**src/rtl/psum_row_accumulator.sv**
```systemverilog
// Accumulates one PE row's psums across input channels, then drains the row as a valid/ready stream.
// First word is valid the cycle after the final psum; words hold while stalled. PSUM_ACC_SAT_EN selects saturating adds.
module psum_row_accumulator #(
  parameter int DATA_WIDTH      = 16,
  parameter int ACC_WIDTH       = 24,
  parameter int MAX_OFMAP_WIDTH = 64,
  parameter int MAX_CHANNELS    = 16
) (
  input  logic                                  clk,
  input  logic                                  reset,
  input  logic [$clog2(MAX_OFMAP_WIDTH):0]      i_ofmap_width,
  input  logic [$clog2(MAX_CHANNELS):0]         i_num_channels,
  input  logic                                  i_start,
  input  logic signed [DATA_WIDTH-1:0]          i_psum_data,
  input  logic                                  i_psum_valid,
  input  logic                                  i_last_psum,
  output logic signed [ACC_WIDTH-1:0]           o_out_data,
  output logic                                  o_out_valid,
  output logic                                  o_out_last,
  input  logic                                  i_out_ready,
  output logic                                  o_busy,
  output logic                                  o_err
);
  localparam int LOG_W = $clog2(MAX_OFMAP_WIDTH);
  localparam int LOG_C = $clog2(MAX_CHANNELS);
  localparam logic [LOG_W:0] W_MAX = (LOG_W+1)'(MAX_OFMAP_WIDTH);
  localparam logic [LOG_C:0] C_MAX = (LOG_C+1)'(MAX_CHANNELS);

  typedef enum logic [1:0] {IDLE, ACCUM, DRAIN} state_t;

  state_t                      state, state_nxt;
  logic [LOG_W:0]              width_q;
  logic [LOG_C:0]              chans_q;
  logic [LOG_W-1:0]            col, rd_ptr;
  logic [LOG_C-1:0]            chan;
  logic signed [ACC_WIDTH-1:0] acc_buf [MAX_OFMAP_WIDTH];

  logic                        cfg_ok, col_end, chan_end, rd_last;
  logic                        start_ok, psum_take, out_fire, err_evt;
  logic signed [ACC_WIDTH-1:0] psum_ext, acc_sum, acc_new;

  assign cfg_ok    = (i_ofmap_width != '0) && (i_ofmap_width <= W_MAX) &&
                     (i_num_channels != '0) && (i_num_channels <= C_MAX);
  assign col_end   = ({1'b0, col}    == (width_q - 1'b1));
  assign chan_end  = ({1'b0, chan}   == (chans_q - 1'b1));
  assign rd_last   = ({1'b0, rd_ptr} == (width_q - 1'b1));
  assign start_ok  = (state == IDLE) && i_start && cfg_ok;
  assign psum_take = (state == ACCUM) && i_psum_valid;
  assign out_fire  = (state == DRAIN) && i_out_ready;

  assign psum_ext  = ACC_WIDTH'(i_psum_data);

`ifdef PSUM_ACC_SAT_EN
  logic signed [ACC_WIDTH:0] wide_sum;
  always_comb begin
    wide_sum = (ACC_WIDTH+1)'(acc_buf[col]) + (ACC_WIDTH+1)'(psum_ext);
    acc_sum  = wide_sum[ACC_WIDTH-1:0];
    // Top two bits disagree only when the true sum left the ACC_WIDTH range.
    if (wide_sum[ACC_WIDTH] != wide_sum[ACC_WIDTH-1])
      acc_sum = wide_sum[ACC_WIDTH] ? {1'b1, {(ACC_WIDTH-1){1'b0}}}
                                    : {1'b0, {(ACC_WIDTH-1){1'b1}}};
  end
`else
  assign acc_sum = acc_buf[col] + psum_ext;
`endif

  assign acc_new = (chan == '0) ? psum_ext : acc_sum;

  always_comb begin
    state_nxt   = state;
    o_out_valid = 1'b0;
    o_out_last  = 1'b0;
    o_out_data  = '0;
    o_busy      = (state != IDLE);
    err_evt     = 1'b0;
    case (state)
      IDLE: begin
        if (i_start && !cfg_ok) err_evt = 1'b1;
        if (i_psum_valid)       err_evt = 1'b1;
        if (start_ok)           state_nxt = ACCUM;
      end
      ACCUM: begin
        if (psum_take && (i_last_psum != col_end)) err_evt = 1'b1;
        if (psum_take && col_end && chan_end)      state_nxt = DRAIN;
      end
      DRAIN: begin
        o_out_valid = 1'b1;
        o_out_last  = rd_last;
        o_out_data  = acc_buf[rd_ptr];
        if (i_psum_valid)        err_evt = 1'b1;
        if (out_fire && rd_last) state_nxt = IDLE;
      end
      default: state_nxt = IDLE;
    endcase
  end

  always_ff @(posedge clk or negedge reset) begin
    if (!reset) begin
      state   <= IDLE;
      width_q <= '0;
      chans_q <= '0;
      col     <= '0;
      chan    <= '0;
      rd_ptr  <= '0;
      o_err   <= 1'b0;
    end else begin
      state <= state_nxt;
      if (err_evt) o_err <= 1'b1;
      if (start_ok) begin
        width_q <= i_ofmap_width;
        chans_q <= i_num_channels;
        col     <= '0;
        chan    <= '0;
        rd_ptr  <= '0;
      end
      if (psum_take) begin
        if (col_end) begin
          col  <= '0;
          chan <= chan + 1'b1;
        end else begin
          col  <= col + 1'b1;
        end
      end
      if (out_fire) rd_ptr <= rd_last ? '0 : rd_ptr + 1'b1;
    end
  end

  // Data is stored even when the last-psum marker is wrong; only o_err records it.
  always_ff @(posedge clk or negedge reset) begin
    if (!reset) begin
      for (int i = 0; i < MAX_OFMAP_WIDTH; i++) acc_buf[i] <= '0;
    end else if (psum_take) begin
      acc_buf[col] <= acc_new;
    end
  end

endmodule

```
**config.mk**
```make
export PLATFORM = sky130hd
export DESIGN_NAME = psum_row_accumulator
export DESIGN_NICKNAME = d
export VERILOG_FILES = /design/src/rtl/psum_row_accumulator.sv
export SDC_FILE = /design/constraint.sdc
export NUM_CORES = 2
export LEC_CHECK = 0
export ABC_AREA = 1
export CAP_MARGIN = 20
export CELL_PAD_IN_SITES_DETAIL_PLACEMENT = 2
export CELL_PAD_IN_SITES_GLOBAL_PLACEMENT = 2
export CORE_ASPECT_RATIO = 0.7
export CORE_MARGIN = 5
export CORE_UTILIZATION = 38
export DETAILED_ROUTE_END_ITERATION = 6
export PLACE_DENSITY_LB_ADDON = 0.25
export SLEW_MARGIN = 10
export SYNTH_ARGS = -nofsm -noshare
export SYNTH_HDL_FRONTEND = slang
export SYNTH_SLANG_ARGS = --single-unit
```
**constraint.sdc**
```tcl
create_clock -name clk -period 5.3 [get_ports clk]
set_input_delay 1.06 -clock clk [delete_from_list [all_inputs] [get_ports clk]]
set_output_delay 1.06 -clock clk [all_outputs]
set_load 0.01 [all_outputs]
```
==> flow_summary.json <==
{
  "status": "finished, violations left",
  "failed_checks": "negative setup slack",
  "rows": 144,
  "dp_cells": 14000,
  "maxSlewHeadroom_pct": 24.1,
  "path_clk_slew_ns": 0.06,
  "crit_required_ns": 4.24,
  "grtUsageTotal_pct": 40.2,
  "final_cells": 14400,
  "hpwl_um": 315000,
  "cts_buffer_depth": 4,
  "die_h_um": 404,
  "fill_cells": 24900,
  "totalWireLength_um": 490000,
  "syn-instance-count": 11400,
  "fin_crit_sh_pct": 102,
  "seq_area_frac_synth_pct": 46.5,
  "die-area_sq_um": 232000,
  "cts.sinks": 1567,
  "p_leak_nw": 44.5,
  "setup_viol": 3,
  "gp_congestion": 0.943,
  "finalNetCount": 11400,
  "start_kind": "flip-flop",
  "die_x_um": 573,
  "path_class": "flip-flop to primary output",
  "final_util_pct": 44.7,
  "drc": 0,
  "io_buffers": 61,
  "grt_pass1_wl_um": 696000,
  "yosysWarnings": 0,
  "cts_buffers": 181,
  "vias": 93000,
  "drtPass1Iterations": 6,
  "total_power_w": 0.0582,
  "avgViaCountPerCell": 6.47,
  "start_util_pct": 38.3,
  "grt_overflow": 0,
  "crit_fanout": 35,
  "grt_start_max_net_pins": 128,
  "h-tree-depth": 4,
  "wl_per_cell_um": 34.1,
  "fmax_ghz": 0.185,
  "layout_setup_ws_ns": -0.114,
  "synthToLayoutAreaGrowth_pct": 16.8,
  "skew_ns": 0.0514,
  "peakVddDrop_v": 0.000421,
  "cts-root-buf": "clkbuf_16",
  "power_per_cell_area_nw_per_um2": 591,
  "grt_pass1_vias": 97600,
  "layout_commonest_cell": "nand2_1",
  "endpoint_kind": "primary output",
  "clk_latency_ns": 0.88,
  "synthesis.nets": 11500,
  "ant_nets": 0,
  "hold_viol_final": 0,
  "async_flop_share_pct": 100,
  "tightest_slew_ns": 1.14,
  "cts_tree": "yes",
  "crit_arrival_ns": 4.35,
  "synthesis.area_sq_um": 84400,
  "design.core.area_sq_um": 221000,
  "drive_above_1_share_pct": 9.61,
  "ys_ff_latch": 1567,
  "syn_area_per_cell_sq_um": 7.41,
  "ys.flop_type": "dfrtp_1",
  "synth_edf_count": 0,
  "finalCriticalPeriod_ns": 5.41,
  "pin_count": 62,
  "hold_class": "primary input to asynchronous set/reset pin",
  "cts_hold_buf": 0,
  "setup_tns_ns": -0.161,
  "drt_iter0_drc": 10900,
  "rsz0062_at_grt": "true",
  "maxSlewViolCount": 0,
  "synth_cell_types": 56,
  "grt_antenna_before_repair": 27,
  "hold_slack_ns": 0.101,
  "final_cell_mix": "nand2_1, o21ai_0, dfrtp_1",
  "drv_cap": 0
}
[registers in the layout (all words and copies together) (netlist names)]
signal / cells
acc_buf: 1536
chan: 4
chans_q: 5
col: 6
o_err: 1
rd_ptr: 6
state: 2
width_q: 7
[logic make-up after synthesis]
| family | after synthesis | synth area share [%] |
|---|---|---|
| and+or+nand+nor | 4439 | 20.8 |
| muxes | 43 | 0.510 |
| xor gates and xnor gates | 29 | 0.301 |
| adders and majority gates | 30 | 0.454 |
| buffers and inverters | 1757 | 8.17 |
| DFF | 1567 | 46.5 |
| AOI/OAI and AO/OA | 3524 | 23.3 |
[path summary, 6_finish.rpt]
| kind | slack [ns] | startpoint | endpoint | cells past startpoint |
|---|---|---|---|---|
| min in group clk | 0.49 | acc_buf[352]$_DFFE_PN0P_ | acc_buf[352]$_DFFE_PN0P_ | 2 |
| max in group asynchronous | 3.62 | reset | acc_buf[1310]$_DFFE_PN0P_ | 3 |
| worst min-delay path | 0.10 | reset | acc_buf[1099]$_DFFE_PN0P_ | 1 |
| worst min register to register | 0.49 | acc_buf[352]$_DFFE_PN0P_ | acc_buf[352]$_DFFE_PN0P_ | 2 |
| worst max-delay path | -0.11 | rd_ptr[0]$_DFFE_PN0P_ | o_out_data[14] | 12 |
| worst max register to register | -0.02 | col[2]$_DFFE_PN0P_ | acc_buf[925]$_DFFE_PN0P_ | 24 |
[routing by layer]
layer	track usage, %	vias to the layer above	part of all wire, %
met5	0	-	0.059
met4	22.5	38	6.5
met3	9.61	1387	11
met2	60.0	5387	42
met1	53.9	48400	40
li1	-	37800	-
[cell type report]
class | count | area [sq um] | area share (%)
diodes | 8 | 20.0 | 0.0203
clock buffers | 279 | 5470 | 5.55
clock inverters | 32 | 379 | 0.385
inverters | 848 | 3260 | 3.31
multi-input cells | 8065 | 39100 | 39.6
flip-flops and latches | 1567 | 39200 | 39.8
well taps | 2920 | 3650 | 3.71
repair buffers | 655 | 7430 | 7.54
repair inverters | 1 | 8.76 | 0.00889
[where the power goes]
part / switching [W] / total, W / internal, W
clock network: 0.00564 / 0.0131 / 0.00745
logic: 0.0206 / 0.0284 / 0.00772
registers: 0.00212 / 0.0167 / 0.0146
total: 0.0284 / 0.0582 / 0.0298
[cell usage after synthesis (all sizes together), types with 32 or more instances]
library cell / instances / area share [%]
nand2: 3351 / 15
o21ai: 2224 / 13
dfrtp: 1567 / 46
inv: 840 / 3.7
nor2: 708 / 3.2
clkbuf: 651 / 2.9
a21oi: 459 / 2.7
o22ai: 288 / 2.1
buf: 258 / 1.5
nand3: 213 / 1.3
a22oi: 115 / 1.0
a221oi: 113 / 1.2
o211ai: 83 / 0.74
nand4: 81 / 0.60
o2111ai: 73 / 0.76
nor3: 60 / 0.54
a31oi: 48 / 0.36
mux2i: 43 / 0.51
o31ai: 32 / 0.28
[timing repair]
item / CTS / global route
setup endpoints to repair: 905 / 972
cloned: 4 / 16
gates resized for setup: 65 / 96
buffers inserted: 16 / 6
pin swaps: 5 / 16
[per-stage QoR]
step	setup slack [ns]	area, sq um
floorplan	1.22	84400
global placement	-0.352	91100
detailed placement	-0.433	91200
CTS	-0.0452	97600
global route	-0.0856	98500
finish	-0.114	98500
[critical path, stage by stage, from the launching register on]
cell	delay, ns
dfrtp_4	0.62
buf_12	0.18
buf_16	0.27
buf_4	0.27
o21ai_0	0.16
nor2_1	0.22
o21ai_0	0.13
o211ai_1	0.49
nand3_1	0.17
nand3_1	0.11
nand2_1	0.10
nor2_2	0.19
clkdlybuf4s50_1	0.57
(Power assumes the default switching activity.)
